$ cat config.mk
export PLATFORM = sky130hd
export DESIGN_NAME = conware_frame_sequencer
export DESIGN_NICKNAME = d
export VERILOG_FILES = /design/src/rtl/conware_frame_sequencer.sv
export SDC_FILE = /design/constraint.sdc
export NUM_CORES = 1
export LEC_CHECK = 0
export ABC_AREA = 0
export CAP_MARGIN = 15
export CORE_MARGIN = 3
export CORE_UTILIZATION = 41
export CTS_CLUSTER_SIZE = 16
export DETAILED_ROUTE_END_ITERATION = 8
export PLACE_DENSITY = 0.8
export SYNTH_ARGS = -nofsm -noshare
export SYNTH_HDL_FRONTEND = slang
export SYNTH_SLANG_ARGS = --single-unit
$ cat constraint.sdc
create_clock -name clk -period 2.4 [get_ports clk]
set_clock_uncertainty 0.05 [all_clocks]
set_input_delay 0.48 -clock clk [delete_from_list [all_inputs] [get_ports clk]]
set_output_delay 0.48 -clock clk [all_outputs]
set_load 0.005 [all_outputs]
$ cat src/rtl/conware_frame_sequencer.sv
// conware_frame_sequencer: per-frame generation request then row-by-row board readout to the serializer over valid/ready
module conware_frame_sequencer #(
  parameter int WIDTH  = 8,
  parameter int HEIGHT = 8,
  parameter int AW     = 8
) (
  input  logic             clk,
  input  logic             rstn,
  input  logic             start,
  input  logic             continuous,
  input  logic             stop,
  output logic             gen_req,
  input  logic             gen_done,
  output logic             mem_rd_en,
  output logic [AW-1:0]    mem_rd_addr,
  input  logic [WIDTH-1:0] mem_rd_data,
  output logic [WIDTH-1:0] out_data,
  output logic             out_valid,
  input  logic             out_ready,
  output logic             out_sof,
  output logic             out_eof,
  output logic             busy,
  output logic             frame_done,
  output logic [31:0]      frame_count,
  output logic [AW-1:0]    row_count
);
  typedef enum logic [2:0] {IDLE, GEN, FETCH, LOAD, PRESENT, DONE} state_t;
  state_t state, state_nx;
  logic stop_pend;
  logic last;
  assign last = row_count == AW'(HEIGHT - 1);
  always_ff @(posedge clk)
    if (!rstn) state <= IDLE;
    else state <= state_nx;
  always_comb begin
    state_nx = state;
    case (state)
      IDLE:    state_nx = start ? GEN : IDLE;
      GEN:     state_nx = gen_done ? FETCH : GEN;
      FETCH:   state_nx = LOAD;
      LOAD:    state_nx = PRESENT;
      PRESENT: state_nx = out_ready ? (last ? DONE : FETCH) : PRESENT;
      DONE:    state_nx = (continuous && !stop_pend && !stop) ? GEN : IDLE;
      default: state_nx = IDLE;
    endcase
  end
  always_comb begin
    gen_req     = state == GEN;
    mem_rd_en   = state == FETCH;
    mem_rd_addr = row_count;
    out_valid   = state == PRESENT;
    busy        = state != IDLE;
    frame_done  = state == DONE;
  end
  always_ff @(posedge clk)
    if (!rstn) begin
      out_data    <= '0;
      out_sof     <= 1'b0;
      out_eof     <= 1'b0;
      frame_count <= '0;
      row_count   <= '0;
      stop_pend   <= 1'b0;
    end else begin
      if (state == LOAD) begin
        out_data <= mem_rd_data;
        out_sof  <= row_count == '0;
        out_eof  <= last;
      end
      if ((state == IDLE && start) || state == DONE) row_count <= '0;
      else if (state == PRESENT && out_ready && !last) row_count <= row_count + 1'b1;
      if (state == DONE) frame_count <= frame_count + 32'd1;
      if (state == DONE) stop_pend <= 1'b0;
      else if (stop && (state != IDLE || start)) stop_pend <= 1'b1;
    end
endmodule

==> results of run 1 <==
[report_power, final]
| group | switching [W] | internal [W] | leakage [nW] |
|---|---|---|---|
| Sequential | 0.0000159 | 0.000906 | 0.436 |
| Clock | 0.000289 | 0.000445 | 0.0714 |
| Combinational | 0.0000506 | 0.0000772 | 0.919 |
| Total | 0.000355 | 0.00143 | 1.43 |
[sequential cells by signal (all words and copies together) (netlist names)]
name,count
out_eof,1
mem_rd_addr,8
frame_count,32
state,3
out_data,8
stop_pend,1
out_sof,1
[logic make-up (layout without fill, tap and decap cells)]
| family | after synthesis | count (layout) |
|---|---|---|
| AO/OA/AOI/OAI | 26 | 26 |
| XOR/XNOR | 32 | 32 |
| adder cells (fa/ha/maj) | 3 | 3 |
| buffers and inverters | 33 | 103 |
| flip-flops | 54 | 54 |
| multiplexers | 10 | 10 |
| AND/OR/NAND/NOR | 133 | 133 |
[layer usage]
layer / track usage (%) / vias to the layer above
li1: - / 1124
met1: 21.6 / 1040
met2: 26.3 / 66
met3: 4.09 / 2
met4: 3.40 / 0
met5: 0 / -
[per-stage QoR]
| stage | setup WS [ns] | power (W) |
|---|---|---|
| after CTS | 0.0744 | 0.00181 |
| after detailed placement | 0.0928 | 0.00107 |
| after global routing | 0.00438 | 0.00186 |
| final | 0.146 | 0.00178 |
| after global placement | 0.168 | 0.00107 |
| after floorplan | 0.523 | 0.00100 |
[layout make-up]
cell class / instances / area share, %
timing repair buffer: 84 / 22.8
multi-input combinational: 204 / 39.5
inverter: 11 / 1.14
clock buffer: 6 / 2.29
clock inverter: 2 / 1.66
tap: 75 / 2.60
sequential: 54 / 30.0
[worst max-delay path: cells and delay by family (launching register included)]
family | cells | cell delay (ns)
buf+inv | 3 | 0.72
flops | 1 | 0.40
simple gates | 1 | 0.30
[cell usage in the layout, fill, tap and decap left out, drive strengths merged, types with 6 or more instances in the layout]
cell           synthesis  layout
nand2                 18      18
xnor2                 14      14
nor4                  11      11
nor2b                 10      10
clkbuf                 9       6
inv                   11      11
and2                  28      28
buf                   13       7
o21ai                  7       7
nor3                  10      10
dfxtp                 54      54
a21boi                 7       7
xor2                  18      18
clkdlybuf4s50          0      77
nand4                  8       8
mux2i                 10      10
nand3                 10      10
nor2                  11      11
[final timing paths]
check	start	to	slack, ns	cells past startpoint
min	frame_count[1]	frame_count[1]	0.46	2
min reg2reg	frame_count[1]	frame_count[1]	0.46	2
max reg2reg	frame_count[9]	frame_count[25]	0.27	5
max	state[0]	busy	0.15	4
[what timing repair did]
| action | 4_1_cts | 5_1_grt |
|---|---|---|
| setup buffers | 0 | 0 |
| gates resized for setup | 0 | 1 |
| setup endpoints to repair | 0 | 1 |
==> metrics.md, run 1 <==
| Metric | Value |
|---|---|
| Number of routed nets with antenna violations | 0 |
| Area fraction in and, or, nand and nor cells after synthesis | around a third |
| Wirelength per Cell | around 13 um |
| Class of the tightest hold or removal check | reg -> reg |
| Total number of placement rows | 28 |
| Fin crit period | ~2.3 ns |
| Register area share after synthesis | 40.4% |
| Max-cap check violation count | 0 |
| Filler cell count in the final layout | 540 |
| Final hold violation count | 0 |
| DR vias | 2232 |
| Compound-gate portion of the synthesized area | 6.22% |
| Most numerous cell in the Yosys netlist | dfxtp_1 |
| Core outline area | slightly above 6000 um^2 |
| Horiz. Die Dim | just under 90 um |
| Net count of the mapped netlist | ~310 |
| Required time of the worst setup path | 1.87 ns |
| Portion of synthesized cell area occupied by the leading cell type | 40.4% |
| Top Layer Used | met4 |
| Number of sinks handled by clock tree synthesis | 54 |
| Clock transition at path regs | 0.10 ns |
| Outcome | finished, final reports clean |
| Cts-stage hold buffer count | 0 |
| Num ports | slightly below 80 |
| Most instantiated flip-flop cell in the synthesis netlist | dfxtp_1 |
| Post-Route Utilization | 58.9% |
| Worst-Skew Late Latency | around 0.30 ns |
| Cell at the root of the clock tree | clkbuf_8 |
| DRC | 0 |
| Placed insts | between 400 and 500 |
| Count of final max-slew check failures | 0 |
| Most numerous cell types in the synthesized netlist | dfxtp_1, and2_1, nand2_1, xor2_1, xnor2_1 |
| First-pass GRT wire length | approximately 10000 um |
| Drt first pass iters | 4 |
| Endpoint class of the critical path | output port |
| Largest area contributor in the netlist | dfxtp_1 |
| Die outline area | approximately 7500 um^2 |
| Gp weighted congestion | between 0.9 and 1 |
| CTS tree | built |
| I/O Buffers | just under 80 |
| Mean post-synth cell area | just over 9 um^2 |
| WL met1 | around 2800 um |
| Storage cell area | 1080 um^2 |
| Routed length on met3 | about 280 um |
| Startpoint type of the worst setup path | flop |
| Static power due to leakage | 1.43 nW |
| Main combinational cell family by area after synthesis | simple AND/OR/NAND/NOR gates |
| Max VDD drop | between 200 and 300 uV |
| Layout Nets | around 380 |
| Gate count after technology mapping | around 290 |
| Clock buffers created by TritonCTS | 5 |
| Area added between synthesis and finish | 35.0% |
| Yosys synthesis warning count | 0 |
| Share of the clock period used by the worst path | a little over nine tenths |
| Number of vias per cell | 5.12 |
| Total routing resource utilization after global routing | about 16% |
| Worst-case headroom to the max-slew limit | between 60 and 70% |
| Total Neg Setup Slack | 0 ns |
| Final std cell area, no fill | around 3600 um^2 |
| Post-synthesis sequential element count | 54 |
| CTS H-tree lvls | 2 |
| Kind of critical path | reg -> out |
| Diodes inserted | 0 |
| Mux share of post-synthesis cell area | under 10% |
| Initial Util | about 44% |
| Fraction of synthesized cell area in xor and xnor cells | between 10% and 20% |
| Yosys cell types | between 40 and 50 |
| Highest Clock Rate | ~0.44 GHz |
| Initial drt markers | 76 |
| Grt total ovfl | 0 |
| Initial antenna violation count | 0 |
| Die span in y | between 80 and 90 um |
| Area occupied by multi-input gates | ~1400 um^2 |
| Setup repair after global routing missed its margin | false |
| Cell types occupying the most area after synthesis | dfxtp_1, and2_1, xor2_1 |
| Library cell contributing the largest single delay on the critical path | clkdlybuf4s50_1 |
| Largest net degree at the start of global routing | 31 |
| Largest stage delay on the critical path | roughly 0.46 ns |
| Netlist Area Pre-Place | between 2000 and 3000 um^2 |
| Number of cells in the finished layout apart from fillers | 436 |
| Arrival time reported for the critical path endpoint | 1.72 ns |
| DR WL met2 | between 2000 and 3000 um |
| Async set-or-reset flop fraction in the synthesized netlist | 0% |
| Vias in the first global route | around 2200 |
| Slew of the pin with the lowest slew margin | 0.567 ns |
| Smallest hold slack | between 0.4 and 0.5 ns |
| Final setup violation count | 0 |
| Share of synthesized cell area in full adder, half adder and majority cells | approximately 1.4% |
| PD cells | roughly 490 nW/um^2 |
| Share of final-layout standard cells stronger than drive strength 1 | 6.93% |
| HPWL Detailed | ~4300 um |
| List of cells traversed by the critical path | buf_4, nor3_1, inv_1, clkdlybuf4s50_1 |
| Max Buffers Root-to-Sink | 2 |
| Number of enable-type register cells in the synthesized netlist | 0 |
| Critical Path Fanout Max | 8 |
| Total wirelength of the detailed-routed design | about 6000 um |
| Area post-placement | 3470 um^2 |
Power figures use the tool's default switching activity.
==> inputs of run 2 (changes only) <==
CORE_UTILIZATION = 45   (was 41)
PLACE_DENSITY = 0.86   (was 0.8)
==> metrics.md, run 2 (same netlist as run 1, synthesis figures left out) <==
| Metric | Value |
|---|---|
| Fin crit period | 2.24 ns (was 2.25 ns) |
| DRC | 0 (unchanged) |
| Outcome | finished, final reports clean (unchanged) |
| Final hold violation count | 0 (unchanged) |
| Internal Pwr Total | 0.00130 W (was 0.00143 W) |
| Cts-stage hold buffer count | 0 (unchanged) |
| Proportion of power drawn by flip-flops and latches | 56.2% (was 51.7%) |
| I/O Buffers | 77 (unchanged) |
| Max VDD drop | 254 uV (was 290 uV) |
| Share of the clock period used by the worst path | 93.5% (was 93.9%) |
| Grt total ovfl | 0 (unchanged) |
| Area added between synthesis and finish | 32.9% (was 35.0%) |
| Kind of critical path | reg -> out (unchanged) |
| Final setup violation count | 0 (unchanged) |
| Setup repair after global routing missed its margin | false (unchanged) |
| CTS tree | built (unchanged) |
| Filler cell count in the final layout | 460 (was 540) |
| Worst-Skew Late Latency | 0.30 ns (about the same) |
| Horiz. Die Dim | 83.1 um (was 86.8 um) |
| Register with the highest flop count | frame_count (unchanged) |
| Number of routed nets with antenna violations | 0 (unchanged) |
| Number of cells in the finished layout apart from fillers | 430 (was 436) |
| HPWL Detailed | 4320 um (was 4290 um) |
| PD cells | 462 nW/um^2 (was 494 nW/um^2) |
| Total wirelength of the detailed-routed design | 5850 um (was 5840 um) |
| Startpoint type of the worst setup path | flop (unchanged) |
| Most common cell after layout, fill and taps aside | clkdlybuf4s50_1 (unchanged) |
| Drt first pass iters | 4 (unchanged) |
| Total number of placement rows | 27 (was 28) |
| Initial antenna violation count | 0 (unchanged) |
| Layout Nets | 375 (was 378) |
| Combinational share of power | 7.7% (was 7.2%) |
| Die outline area | 6900 um^2 (was 7530 um^2) |
| Total Neg Setup Slack | 0 ns (unchanged) |
| Wirelength per Cell | 13.6 um (was 13.4 um) |
| Slew of the pin with the lowest slew margin | 0.674 ns (was 0.567 ns) |
| Initial drt markers | 91 (was 76) |
| Core outline area | 5640 um^2 (was 6130 um^2) |
| Critical Path Fanout Max | 13 (was 8) |
| Num ports | 78 (unchanged) |
| Placed insts | 422 (was 428) |
| Portion of total power attributed to the clock network | 36.2% (was 41.1%) |
| Class of the tightest hold or removal check | reg -> reg (unchanged) |
| Gp weighted congestion | 0.936 (was 0.918) |
| Area occupied by multi-input gates | 1430 um^2 (about the same) |
| Max-cap check violation count | 0 (unchanged) |
| Sw Share | 21.1% (was 19.9%) |
| DR vias | 2263 (was 2232) |
| Clock buffers created by TritonCTS | 5 (unchanged) |
| Share of final-layout standard cells stronger than drive strength 1 | 5.87% (was 6.93%) |
| Vias in the first global route | 2225 (was 2153) |
| Total routing resource utilization after global routing | 17.2% (was 16.1%) |
| Static power due to leakage | 1.39 nW (was 1.43 nW) |
| Die span in y | 83.1 um (was 86.8 um) |
| Count of final max-slew check failures | 0 (unchanged) |
| Required time of the worst setup path | 1.87 ns (about the same) |
| First-pass GRT wire length | 10100 um (was 9990 um) |
| Diodes inserted | 0 (unchanged) |
| Number of flip-flops in the largest register | 32 (unchanged) |
| Max Buffers Root-to-Sink | 2 (unchanged) |
| Initial Util | 47.4% (was 43.6%) |
| Setup repair bufs after CTS | 0 (unchanged) |
| Endpoint class of the critical path | output port (unchanged) |
| Storage cell area | 1080 um^2 (unchanged) |
| Clock transition at path regs | 0.10 ns (about the same) |
| Top library cells by usage in the layout, fill and taps aside | clkdlybuf4s50_1, dfxtp_1, and2_1 (unchanged) |
| Arrival time reported for the critical path endpoint | 1.71 ns (was 1.72 ns) |
| Cell at the root of the clock tree | clkbuf_8 (unchanged) |
| Largest net degree at the start of global routing | 27 (was 31) |
| Highest Clock Rate | 0.446 GHz (was 0.444 GHz) |
| Number of vias per cell | 5.26 (was 5.12) |
| CTS H-tree lvls | 2 (unchanged) |
| Number of sinks handled by clock tree synthesis | 54 (unchanged) |
| Worst-case headroom to the max-slew limit | 54.9% (was 62.2%) |
| Sw power | 0.000346 W (was 0.000355 W) |
## run 2: critical path, stage by stage, from the launching register on
cell and delay, ns:
dfxtp_1 0.44, nand3b_1 0.31, inv_1 0.13, clkdlybuf4s50_1 0.53
## run 2: per-stage QoR
stage          hold slack [ns]  area, um^2  total power (W)  setup WS (ns)  utilization (%)
2_1_floorplan            0.387        2670          0.00100          0.523                -
3_3_place_gp             0.407        3440          0.00107          0.161             61.0
3_5_place_dp             0.424        3440          0.00107          0.101             61.0
4_1_cts                  0.447        3550          0.00166         0.0909             62.9
5_1_grt                  0.493        3550          0.00171         0.0420             63.0
6_report                 0.442        3550          0.00164          0.157             63.0
## run 2: path summary, 6_finish.rpt
| kind | start | end | slack, ns | depth (start not counted) |
|---|---|---|---|---|
| setup / recovery | state[1] | frame_done | 0.16 | 3 |
| hold / removal | stop_pend | stop_pend | 0.44 | 2 |
| setup reg to reg | frame_count[8] | frame_count[31] | 0.25 | 5 |
| hold reg to reg | stop_pend | stop_pend | 0.44 | 2 |
## run 2: area by class of cell
class | instances | area share, %
Clock buffer | 7 | 2.15
Timing Repair Buffer | 81 | 22.5
Clock inverter | 1 | 0.845
Multi-Input combinational cell | 204 | 40.3
Tap cell | 72 | 2.54
Sequential cell | 54 | 30.5
Inverter | 11 | 1.16
## run 2: routing by layer
metal | global-route usage (%) | wire [um]
met1 | 20.9 | 2480
met2 | 30.7 | 2930
met3 | 3.47 | 354
met4 | 4.90 | 82
met5 | 0 | 0
## run 2: repair_timing
action                                  CTS  global route
hold endpoints to repair                  0             0
endpoints found under the setup margin    0             2
resized for setup                         0             2
## run 2: power groups by stage
stage	logic [W]	clock network, W	registers, W
after floorplan	0.0000675	0	0.000934
after global placement	0.000124	0	0.000943
after detailed placement	0.000125	0	0.000942
after CTS	0.000126	0.000614	0.000922
after global routing	0.000138	0.000644	0.000925
final	0.000126	0.000594	0.000922
==> inputs of run 3 (changes only) <==
CORE_MARGIN = 1   (was 3)
clock period = 2.78 ns   (was 2.4 ns; I/O delays follow)
==> metrics.md, run 3 (same netlist as run 1, synthesis figures left out) <==
| Metric | Value |
|---|---|
| Outcome | finished, final reports clean (unchanged) |
| Fin crit period | between 2 and 2.5 ns |
| Setup repair after global routing missed its margin | false (unchanged) |
| Highest Clock Rate | 0.404 GHz |
| Vias in the first global route | 2014 (was 2225) |
| Total number of placement rows | 27 (unchanged) |
| Worst hold start | stop_pend (unchanged) |
| Final hold violation count | 0 (unchanged) |
| Startpoint type of the worst setup path | flop (unchanged) |
| Endpoint class of the critical path | output port (unchanged) |
| Max-cap check violation count | 0 (unchanged) |
| Top library cells by usage in the layout, fill and taps aside | clkdlybuf4s50_1, dfxtp_1, and2_1 (unchanged) |
| Wirelength per Cell | 13.3 um (was 13.6 um) |
| Worst-case headroom to the max-slew limit | 53.8% (was 54.9%) |
| Most common cell after layout, fill and taps aside | clkdlybuf4s50_1 (unchanged) |
| Arrival time reported for the critical path endpoint | 1.87 ns (was 1.71 ns) |
| Final setup violation count | 0 (unchanged) |
| Number of sinks handled by clock tree synthesis | 54 (unchanged) |
| Critical Path Fanout Max | 12 (was 13) |
| Gp weighted congestion | 0.853 (was 0.936) |
| Number of vias per cell | 5.17 (was 5.26) |
| Die outline area | 6250 um^2 (was 6900 um^2) |
| Total wirelength of the detailed-routed design | 5720 um (was 5850 um) |
| Number of routed nets with antenna violations | 0 (unchanged) |
| HPWL Detailed | 4170 um (was 4320 um) |
| Die span in y | 79.1 um (was 83.1 um) |
| Critical path origin | state[2] (was state[1]) |
| Setup slack after placement | 0.404 ns (was 0.101 ns) |
| Overall Power | 0.00134 W (was 0.00164 W) |
| Worst-Skew Late Latency | 0.31 ns (was 0.30 ns) |
| Share of final-layout standard cells stronger than drive strength 1 | 5.60% (was 5.87%) |
| Total routing resource utilization after global routing | 18.5% (was 17.2%) |
| Cell at the root of the clock tree | clkbuf_8 (unchanged) |
| Initial antenna violation count | 0 (unchanged) |
| Static power due to leakage | 1.38 nW (was 1.39 nW) |
| I/O Buffers | 77 (unchanged) |
| First-pass GRT wire length | 9180 um (was 10100 um) |
| Clock transition at path regs | 0.10 ns (about the same) |
| Class of the tightest hold or removal check | reg -> reg (unchanged) |
| Horiz. Die Dim | 79.1 um (was 83.1 um) |
| Share of the clock period used by the worst path | approximately 89% |
| Number of flip-flops in the largest register | 32 (unchanged) |
| Slew of the pin with the lowest slew margin | 0.691 ns (was 0.674 ns) |
| Number of cells in the finished layout apart from fillers | 429 (was 430) |
| Cts-stage hold buffer count | 0 (unchanged) |
| Max VDD drop | 191 uV (was 254 uV) |
| Post-CTS resize count | 0 (unchanged) |
| DRC | 0 (unchanged) |
| Post-Route Utilization | 62.8% (was 63.0%) |
| Core outline area | 5610 um^2 (was 5640 um^2) |
| Placed insts | 421 (was 422) |
| Clock buffers created by TritonCTS | 5 (unchanged) |
| CTS H-tree lvls | 2 (unchanged) |
| Setup repair bufs after CTS | 0 (unchanged) |
| Drt first pass iters | 4 (unchanged) |
| Initial Util | 47.7% (was 47.4%) |
| Num ports | 78 (unchanged) |
| Total Neg Setup Slack | 0 ns (unchanged) |
| Diodes inserted | 0 (unchanged) |
| Register with the highest flop count | frame_count (unchanged) |
| Initial drt markers | 94 (was 91) |
| Count of final max-slew check failures | 0 (unchanged) |
| PD cells | 381 nW/um^2 (was 462 nW/um^2) |
| DR vias | 2220 (was 2263) |
| Largest net degree at the start of global routing | 28 (was 27) |
| Grt total ovfl | 0 (unchanged) |
| Max Buffers Root-to-Sink | 2 (unchanged) |
| CTS tree | built (unchanged) |
| Required time of the worst setup path | 2.17 ns (was 1.87 ns) |
| Least setup slack across all paths after layout | 0.303 ns (was 0.157 ns) |
| Area added between synthesis and finish | 31.8% (was 32.9%) |
| R2R Path Start | state[0] (was frame_count[8]) |
| Kind of critical path | reg -> out (unchanged) |
| Layout Nets | 374 (was 375) |
==> run 3: cell count changes in the layout (fill, tap and decap cells not counted) <==
cell,before,now
bufinv_16,1,0
clkinv_4,0,1
clkbuf_1,2,0
nor3_1,9,10
dfxtp_2,1,0
clkinv_2,0,1
clkinvlp_4,0,1
buf_4,4,3
nor3_2,1,0
dfxtp_1,53,54
==> run 3: layer usage <==
metal	GRT usage (%)	part of all wire, %	up-vias
li1	-	-	1113
met1	22.9	46	1037
met2	31.8	48	63
met3	4.02	5.3	7
met4	6.00	1.0	0
met5	0	0	-
==> run 3: stage by stage <==
stage | cell area, um^2 | hold slack, ns
detailed placement | 3430 | 0.430
global route | 3520 | 0.496
floorplan | 2670 | 0.387
CTS | 3520 | 0.452
finish | 3520 | 0.450
global placement | 3430 | 0.409
==> run 3: final timing paths <==
path                                         to  slack [ns]  cells past startpoint
worst min-delay path                  stop_pend        0.45                      2
worst max register to register  frame_count[13]        0.61                      6
worst max-delay path                  out_valid        0.30                      2
worst min register to register        stop_pend        0.45                      2
==> run 3: layout make-up <==
type,instances,area [um^2]
Multi-Input combinational cell,204,1430
Clock inverter,3,21.3
Sequential cell,54,1080
Tap cell,72,90.1
Inverter,11,41.3
Timing Repair Buffer,80,793
Fill cell,504,2080
Clock buffer,5,68.8
==> run 3: where the power goes <==
part | total (W) | switching, W | internal, W
Combinational | 0.000103 | 0.0000393 | 0.0000636
Sequential | 0.000798 | 0.0000159 | 0.000783
Clock | 0.000442 | 0.000264 | 0.000178
==> run 3: worst max-delay path, cell delays in order (launching register included) <==
cell	delay [ns]
dfxtp_1	0.56
nor3b_1	0.40
clkdlybuf4s50_1	0.59
